### config.mk
export PLATFORM = sky130hd
export DESIGN_NAME = pll_lock_supervisor
export DESIGN_NICKNAME = d
export VERILOG_FILES = /design/src/rtl/pll_lock_supervisor.sv
export SDC_FILE = /design/constraint.sdc
export NUM_CORES = 1
export LEC_CHECK = 0
export ABC_AREA = 1
export CAP_MARGIN = 30
export CORE_MARGIN = 4
export CORE_UTILIZATION = 35
export DETAILED_ROUTE_END_ITERATION = 16
export MAX_ROUTING_LAYER = met4
export PLACE_DENSITY_LB_ADDON = 0.25
export SYNTH_ARGS = -nofsm -noshare
export SYNTH_HDL_FRONTEND = slang
export SYNTH_SLANG_ARGS = --single-unit
### constraint.sdc
create_clock -name clkin -period 2 [get_ports clkin]
set_input_delay 0.2 -clock clkin [delete_from_list [all_inputs] [get_ports clkin]]
set_output_delay 0.2 -clock clkin [all_outputs]
set_load 0.005 [all_outputs]
### src/rtl/pll_lock_supervisor.sv
// PLL reset sequencer and lock qualifier running on the 27 MHz reference clock.
// Holds the PLL in reset, waits for a stable synchronized LOCK, then releases the system reset.
module pll_lock_supervisor #(
  parameter int unsigned SYNC_STAGES    = 2,
  parameter int unsigned PLL_RST_CYCLES = 16,
  parameter int unsigned STABLE_CYCLES  = 270,
  parameter int unsigned LOCK_TIMEOUT   = 27000,
  parameter int unsigned CNT_W          = 8
) (
  input  logic             clkin,
  input  logic             rst_n,
  input  logic             lock_in,
  input  logic             force_relock,
  input  logic             clr_counts,
  output logic             pll_reset,
  output logic             sys_rst_n,
  output logic             locked,
  output logic             lol_pulse,
  output logic [CNT_W-1:0] lol_count,
  output logic [CNT_W-1:0] timeout_count,
  output logic [1:0]       state
);

  localparam int unsigned HoldW   = $clog2(PLL_RST_CYCLES + 1);
  localparam int unsigned StableW = $clog2(STABLE_CYCLES + 1);
  localparam int unsigned TimerW  = $clog2(LOCK_TIMEOUT + 1);

  localparam logic [HoldW-1:0]   HoldLast    = HoldW'(PLL_RST_CYCLES - 1);
  localparam logic [StableW-1:0] StableLast  = StableW'(STABLE_CYCLES - 1);
  localparam logic [TimerW-1:0]  TimeoutLast = TimerW'(LOCK_TIMEOUT - 1);

  typedef enum logic [1:0] {
    StPllRst   = 2'd0,
    StWaitLock = 2'd1,
    StStable   = 2'd2,
    StRun      = 2'd3
  } state_e;

  state_e              state_q;
  logic [SYNC_STAGES-1:0] sync_q;
  logic [HoldW-1:0]    hold_q;
  logic [StableW-1:0]  stable_q;
  logic [TimerW-1:0]   timer_q;
  logic                pll_reset_q;
  logic                locked_q;
  logic                lol_pulse_q;
  logic [CNT_W-1:0]    lol_count_q;
  logic [CNT_W-1:0]    timeout_count_q;

  logic lock_s;
  logic timeout_hit;
  logic stable_done;
  logic lol_evt;
  logic timeout_evt;

  // LOCK is asynchronous to clkin; only the last synchronizer stage is ever used.
  always_ff @(posedge clkin or negedge rst_n) begin
    if (!rst_n) begin
      sync_q <= '0;
    end else begin
      sync_q <= {sync_q[SYNC_STAGES-2:0], lock_in};
    end
  end

  assign lock_s = sync_q[SYNC_STAGES-1];

  // Stable completion beats a coincident timeout; force_relock suppresses both events.
  always_comb begin
    timeout_hit = 1'b0;
    stable_done = 1'b0;
    lol_evt     = 1'b0;
    timeout_evt = 1'b0;
    if (state_q == StWaitLock || state_q == StStable) begin
      timeout_hit = (timer_q == TimeoutLast);
    end
    if (state_q == StStable) begin
      stable_done = lock_s && (stable_q == StableLast);
    end
    if (!force_relock) begin
      lol_evt     = (state_q == StRun) && !lock_s;
      timeout_evt = timeout_hit && !stable_done;
    end
  end

  always_ff @(posedge clkin or negedge rst_n) begin
    if (!rst_n) begin
      state_q     <= StPllRst;
      hold_q      <= '0;
      stable_q    <= '0;
      timer_q     <= '0;
      pll_reset_q <= 1'b1;
      locked_q    <= 1'b0;
      lol_pulse_q <= 1'b0;
    end else begin
      lol_pulse_q <= 1'b0;
      if (force_relock) begin
        state_q     <= StPllRst;
        hold_q      <= '0;
        stable_q    <= '0;
        pll_reset_q <= 1'b1;
        locked_q    <= 1'b0;
      end else begin
        unique case (state_q)
          StPllRst: begin
            if (hold_q == HoldLast) begin
              state_q     <= StWaitLock;
              hold_q      <= '0;
              timer_q     <= '0;
              pll_reset_q <= 1'b0;
            end else begin
              hold_q <= hold_q + HoldW'(1);
            end
          end
          StWaitLock: begin
            timer_q <= timer_q + TimerW'(1);
            if (timeout_hit) begin
              state_q     <= StPllRst;
              hold_q      <= '0;
              pll_reset_q <= 1'b1;
            end else if (lock_s) begin
              state_q  <= StStable;
              stable_q <= StableW'(1);
            end
          end
          StStable: begin
            // Timer keeps running across bounces so a chattering lock still times out.
            timer_q <= timer_q + TimerW'(1);
            if (stable_done) begin
              state_q  <= StRun;
              locked_q <= 1'b1;
            end else if (timeout_hit) begin
              state_q     <= StPllRst;
              hold_q      <= '0;
              stable_q    <= '0;
              pll_reset_q <= 1'b1;
            end else if (!lock_s) begin
              state_q  <= StWaitLock;
              stable_q <= '0;
            end else begin
              stable_q <= stable_q + StableW'(1);
            end
          end
          StRun: begin
            if (!lock_s) begin
              state_q     <= StWaitLock;
              timer_q     <= '0;
              stable_q    <= '0;
              locked_q    <= 1'b0;
              lol_pulse_q <= 1'b1;
            end
          end
          default: begin
            state_q <= StPllRst;
          end
        endcase
      end
    end
  end

  function automatic logic [CNT_W-1:0] cnt_next(input logic [CNT_W-1:0] cnt,
                                                input logic inc, input logic clr);
    if (clr) begin
      return inc ? CNT_W'(1) : '0;
    end
    if (inc && (cnt != '1)) begin
      return cnt + CNT_W'(1);
    end
    return cnt;
  endfunction

  always_ff @(posedge clkin or negedge rst_n) begin
    if (!rst_n) begin
      lol_count_q     <= '0;
      timeout_count_q <= '0;
    end else begin
      lol_count_q     <= cnt_next(lol_count_q, lol_evt, clr_counts);
      timeout_count_q <= cnt_next(timeout_count_q, timeout_evt, clr_counts);
    end
  end

  assign pll_reset     = pll_reset_q;
  assign locked        = locked_q;
  assign sys_rst_n     = locked_q;
  assign lol_pulse     = lol_pulse_q;
  assign lol_count     = lol_count_q;
  assign timeout_count = timeout_count_q;
  assign state         = state_q;

endmodule
* After elaboration in Yosys (flattened, before gate mapping)
Index checks and enable logic that the tools add are counted.
** Word-level totals
- Flip-flop bits (word level) :: 52
- Input bits :: 5
** Operators by class
- Add/sub/neg operators :: 5
- Equal/unequal tests :: 17
- Muxes and demuxes :: 55
- Bitwise gates (word level) :: 1
- Reduce and logical (&&, ||, !) cells :: 21
** Operator list (number)
- 8-bit 2-to-1 mux :: 8
- 9-bit 2-to-1 mux :: 7
- 15-bit one-hot mux with 3 select lines :: 1
- 15-bit 2-to-1 mux :: 2
- 9-bit one-hot mux with 3 select lines :: 1
- 1-bit 2-to-1 mux :: 21
- 5-bit 2-to-1 mux :: 4
- 3-bit inequality test (second input constant) :: 6
- 8-bit by 1-bit adder with 8-bit output (second input constant) :: 2
- 8-bit inequality test (second input constant) :: 2
- 15-bit by 1-bit adder with 15-bit output (second input constant) :: 1
- 15-bit == test (second input constant) :: 1
- 5-bit one-hot mux with 3 select lines :: 1
- 2-bit 2-to-1 mux :: 7
- 9-bit by 1-bit adder with 9-bit output (second input constant) :: 1
- 9-bit == test (second input constant) :: 1
- 3-bit AND reduction :: 3
- 2-bit one-hot mux with 4 select lines :: 1
- 4-bit nonzero test :: 2
- 5-bit by 1-bit adder with 5-bit output (second input constant) :: 1
- 5-bit by 4-bit == test with 1-bit output (second input constant) :: 1
- 1-bit logical AND :: 5
- 5-bit AND reduction :: 1
- 2-bit == test (second input constant) :: 2
- other kinds (13) :: 17

* Depth between registers and ports, before layout
- Word-level depth :: 11
- Gate-level depth with buffers :: 14

* Least setup slack after synthesis
OpenSTA, ideal clock, no wires.
- Kind :: reg-to-reg
- From :: register state_q[0] (netlist: state[0])
- To :: register stable_q[2]
- Library setup time :: 118 ps
- Arrival :: 1664 ps
- Data required time :: 1882 ps
- Path slack :: 218 ps
- Cell stages (with the launch flop) :: 15
- Clock period less this slack :: 1782 ps
- Cells stage by stage :: dfrtp_1 inv_1 ha_1 buf_2 nand2_1 nor2_1 nand3_1 inv_1 nand2_1 nand2_1 nand2_1 nand2_4 buf_8 nand2_1 o21ai_2
** Between the ends
- Longest elaborated chain between the ends :: 7
** Ends and longest elaborated chain
- start, declared :: line 39 : state_e state_q;
- start signal, assigned :: line 87 : state_q <= StPllRst;
- start signal, assigned :: line 97 : state_q <= StPllRst;
- start signal, assigned :: line 106 : state_q <= StWaitLock;
- 2-bit by 1-bit == test with 1-bit output or 2-bit == test (tied branches) :: line 73, 103, 76
- 1-bit logical OR :: line 73 : if (state_q == StWaitLock || state_q == StStable) begin
- 1-bit 2-to-1 mux :: line 73
- 9-bit 2-to-1 mux :: line 131 : end else if (timeout_hit) begin
- 9-bit 2-to-1 mux :: line 128 : if (stable_done) begin
- 9-bit one-hot mux with 3 select lines :: line 103 : unique case (state_q)
- 9-bit 2-to-1 mux :: line 96 : if (force_relock) begin
- end signal, assigned :: line 122 : stable_q <= StableW'(1);
- end signal, assigned :: line 140 : stable_q <= stable_q + StableW'(1);
- end, declared :: line 42 : logic [StableW-1:0] stable_q;
Several ways; a longest one is shown, not always the timed one. The select of a mux whose other input is x is not followed.
A chain may end at the register's enable or synchronous reset.

* Worst setup path after layout
- From :: register state_q[0] (netlist: state[0])
- To :: register stable_q[6]
Same word-level chain as after synthesis.

==> impl_metrics.py <==
metrics = {
    "clock_tree": {
        "clk_pin_slew_ps": 100,
        "numCtsBuffers": 5,
        "tritoncts": "built",
        "cts_root_buf": "clkbuf_8",
        "cts_sinks": 52,
        "ctsLongestPathBuffers": 2,
        "clock_latency_ps": 310,
        "htree_levels": 2,
    },
    "floorplanning": {
        "initial_core_util_pct": 36.4,
        "io_pins": 27,
        "die_x_microns": 107,
        "dieArea_sq_um": 11400,
        "dieHeight_microns": 107,
        "core-area_sq_um": 9370,
        "rows": 35,
    },
    "setup_path": {
        "path_class": "flip-flop to flip-flop",
        "cp.required_ps": 2200,
        "r2r_end": "stable_q[6]",
        "crit_path_start_kind": "flip-flop",
        "arrival_ps": 2030,
        "crit_path_start": "state[0]",
        "worst_r2r_startpoint": "state[0]",
        "reg2reg_depth": 11,
        "crit_path_end_kind": "flip-flop",
        "rrSetupSlack_ps": 170,
        "cp_max_fo": 7,
        "critPathCapture": "stable_q[6]",
    },
    "global_route": {
        "grt_max_degree": 19,
        "grt_pass1_vias": 3038,
        "antenna_found_initial": 0,
        "grtUsageTotal_pct": 15.3,
        "grt_pass1_wl_microns": 14200,
        "grt_remaining_overflow": 0,
    },
    "layout": {
        "drive_gt1_share_pct": 9.19,
        "regArea_sq_um": 1300,
        "n_antenna_cell": 0,
        "syn2layout_area_growth_pct": 17.2,
        "final_cell_mix": "nand2_1, inv_1, nor2_1",
        "final_cells": 662,
        "final_common_cell": "nand2_1",
        "final_area_sq_um": 4000,
        "multiInputGateArea_sq_um": 1820,
        "fill_cells": 1000,
        "nNetsFinal": 547,
    },
    "timing": {
        "finalCritPeriodShare_pct": 91.4,
        "worst_slack_ps": 172,
        "rsz0062_at_grt": "yes",
        "maxSlewHeadroom_pct": 68.4,
        "skew_ps": 10.7,
        "tightestPinTransition_ps": 470,
        "post-route-min-period_ps": 1830,
        "final_max_slew_viol_count": 0,
        "fmax_ghz": 0.547,
        "finalHoldViolCount": 0,
        "setup_viol": 0,
    },
    "placed_design": {
        "placed_area_sq_um": 3840,
        "place_inst": 650,
        "dpl_worst_slack_ps": 71.4,
        "dpl.hpwl_microns": 6190,
        "port_buffers": 26,
        "place_congestion": 0.920,
    },
    "min_path": {
        "min_path_type": "input pin to flip-flop",
    },
    "routing": {
        "wirelength_microns": 8200,
        "drt_iter0_drc": 232,
        "via_per_inst": 4.92,
        "wl_per_cell_microns": 12.4,
        "drc": 0,
        "postRouteAntennaNets": 0,
        "vias": 3258,
        "drtPass1Iterations": 5,
    },
    "synth": {
        "synth_area_sq_um": 3410,
        "seq_area_frac_synth_pct": 38.2,
        "synth_nets": 509,
        "netlist_top_cells_area": "dfrtp_1, nand2_1, nand3_1",
        "yosysTopAreaCellShare_pct": 37.4,
        "ys_seq_elements": 52,
        "yosysWarnings": 0,
        "synth_cell_types": 32,
        "synth_top_area_cell": "dfrtp_1",
        "avgSynthCellArea_sq_um": 6.90,
        "synth_cells": 494,
    },
    "pwr": {
        "leakage_nw": 1.85,
        "switchingPower_mw": 1.20,
        "vdd_drop_max_mv": 0.530,
        "intPower_mw": 1.81,
        "power_frac_seq_pct": 43.3,
        "p_clk_share_pct": 20.7,
        "pwr-share-comb_pct": 36.0,
        "switching_share_pct": 39.8,
        "p_per_area_nw_per_um2": 752,
    },
    "run": {
        "drv_cap": 0,
    },
    "run_status": {
        "outcome": "complete, no violations",
    },
}
-- Yosys cell counts (all sizes together) --
master  number
nor3        14
or2          2
o21ai       32
a31oi        1
o22ai        1
nor2        67
inv         66
buf          8
xor2        10
a21oi        9
clkbuf       3
dfstp        1
nand4       22
dfrtp       51
nand2      137
xnor2        1
ha          10
nand3       53
o221ai       1
o21bai       2
nand3b       3
-- registers in the layout, indices dropped and copies added, names as in the netlist --
name,count
lol_count,8
pll_reset,1
stable_q,9
locked,1
sync_q,2
timer_q,15
timeout_count,8
hold_q,5
state,2
lol_pulse,1
-- logic make-up after synthesis --
logic type               after synthesis  share of synthesized area [%]
AO/OA/AOI/OAI                         46                           7.30
XOR/XNOR                              11                           2.83
adder cells (fa/ha/maj)               10                           3.67
buffers and inverters                 77                           9.39
flip-flops                            52                           38.2
AND/OR/NAND/NOR                      298                           38.6
-- what timing repair did --
action | in CTS | in global routing
setup endpoints to repair | 0 | 23
endpoints found under the hold margin | 16 | 0
hold buffers | 1 | 0
gates resized for setup | 0 | 8
setup buffers | 0 | 2
-- critical path, cell delays in order (launching register included) --
cell and delay (ps):
dfrtp_1 420, inv_1 100, ha_1 270, nand2_1 100, nor2_2 140, inv_2 50
nor2_4 140, nand2_2 80, nand2_1 80, inv_1 110, nand2_4 150, o21ai_1 80
-- routing by layer --
metal | share of wire, % | wire, microns | GRT usage, % | vias up
li1 | - | - | - | 1670
met1 | 50 | 4070 | 20.9 | 1498
met2 | 45 | 3670 | 23.6 | 74
met3 | 4.0 | 326 | 2.59 | 16
met4 | 1.6 | 129 | 4.11 | 0
met5 | 0 | 0 | - | -
-- power by group through the flow --
stage | logic (mW) | clock network (mW) | registers [mW]
finish | 1.08 | 0.621 | 1.30
detailed placement | 1.02 | 0 | 1.32
global placement | 1.00 | 0 | 1.32
CTS | 1.02 | 0.652 | 1.31
floorplan | 0.716 | 0 | 1.29
global route | 1.22 | 0.682 | 1.32
-- through the flow --
stage / util (%) / power (mW) / hold slack [ps] / TNS (ps)
after detailed placement: 41.0 / 2.34 / 162 / 0
after CTS: 42.1 / 2.98 / 308 / 0
final: 42.6 / 3.01 / 317 / 0
after floorplan: - / 2.01 / -95.6 / 0
after global routing: 42.6 / 3.22 / 306 / -85.3
after global placement: 41.0 / 2.32 / 159 / 0
-- worst min-delay path by stage --
stage                       start         end  slack (ps)  depth (start not counted)
after floorplan             rst_n   hold_q[0]        -100                          0
after global placement      rst_n  timer_q[7]         160                          1
after detailed placement    rst_n  timer_q[4]         160                          1
after CTS                 lock_in   sync_q[0]         310                          1
after global routing      lock_in   sync_q[0]         310                          1
final                     lock_in   sync_q[0]         320                          1
-- final cells by class --
class | instances | area share (%)
clock inverter | 3 | 0.564
inverter | 66 | 6.20
timing repair buffer | 41 | 9.27
sequential | 52 | 32.6
tap | 129 | 4.04
multi-input combinational | 366 | 45.6
clock buffer | 5 | 1.72
No activity file was read; power rests on OpenSTA's default activity.
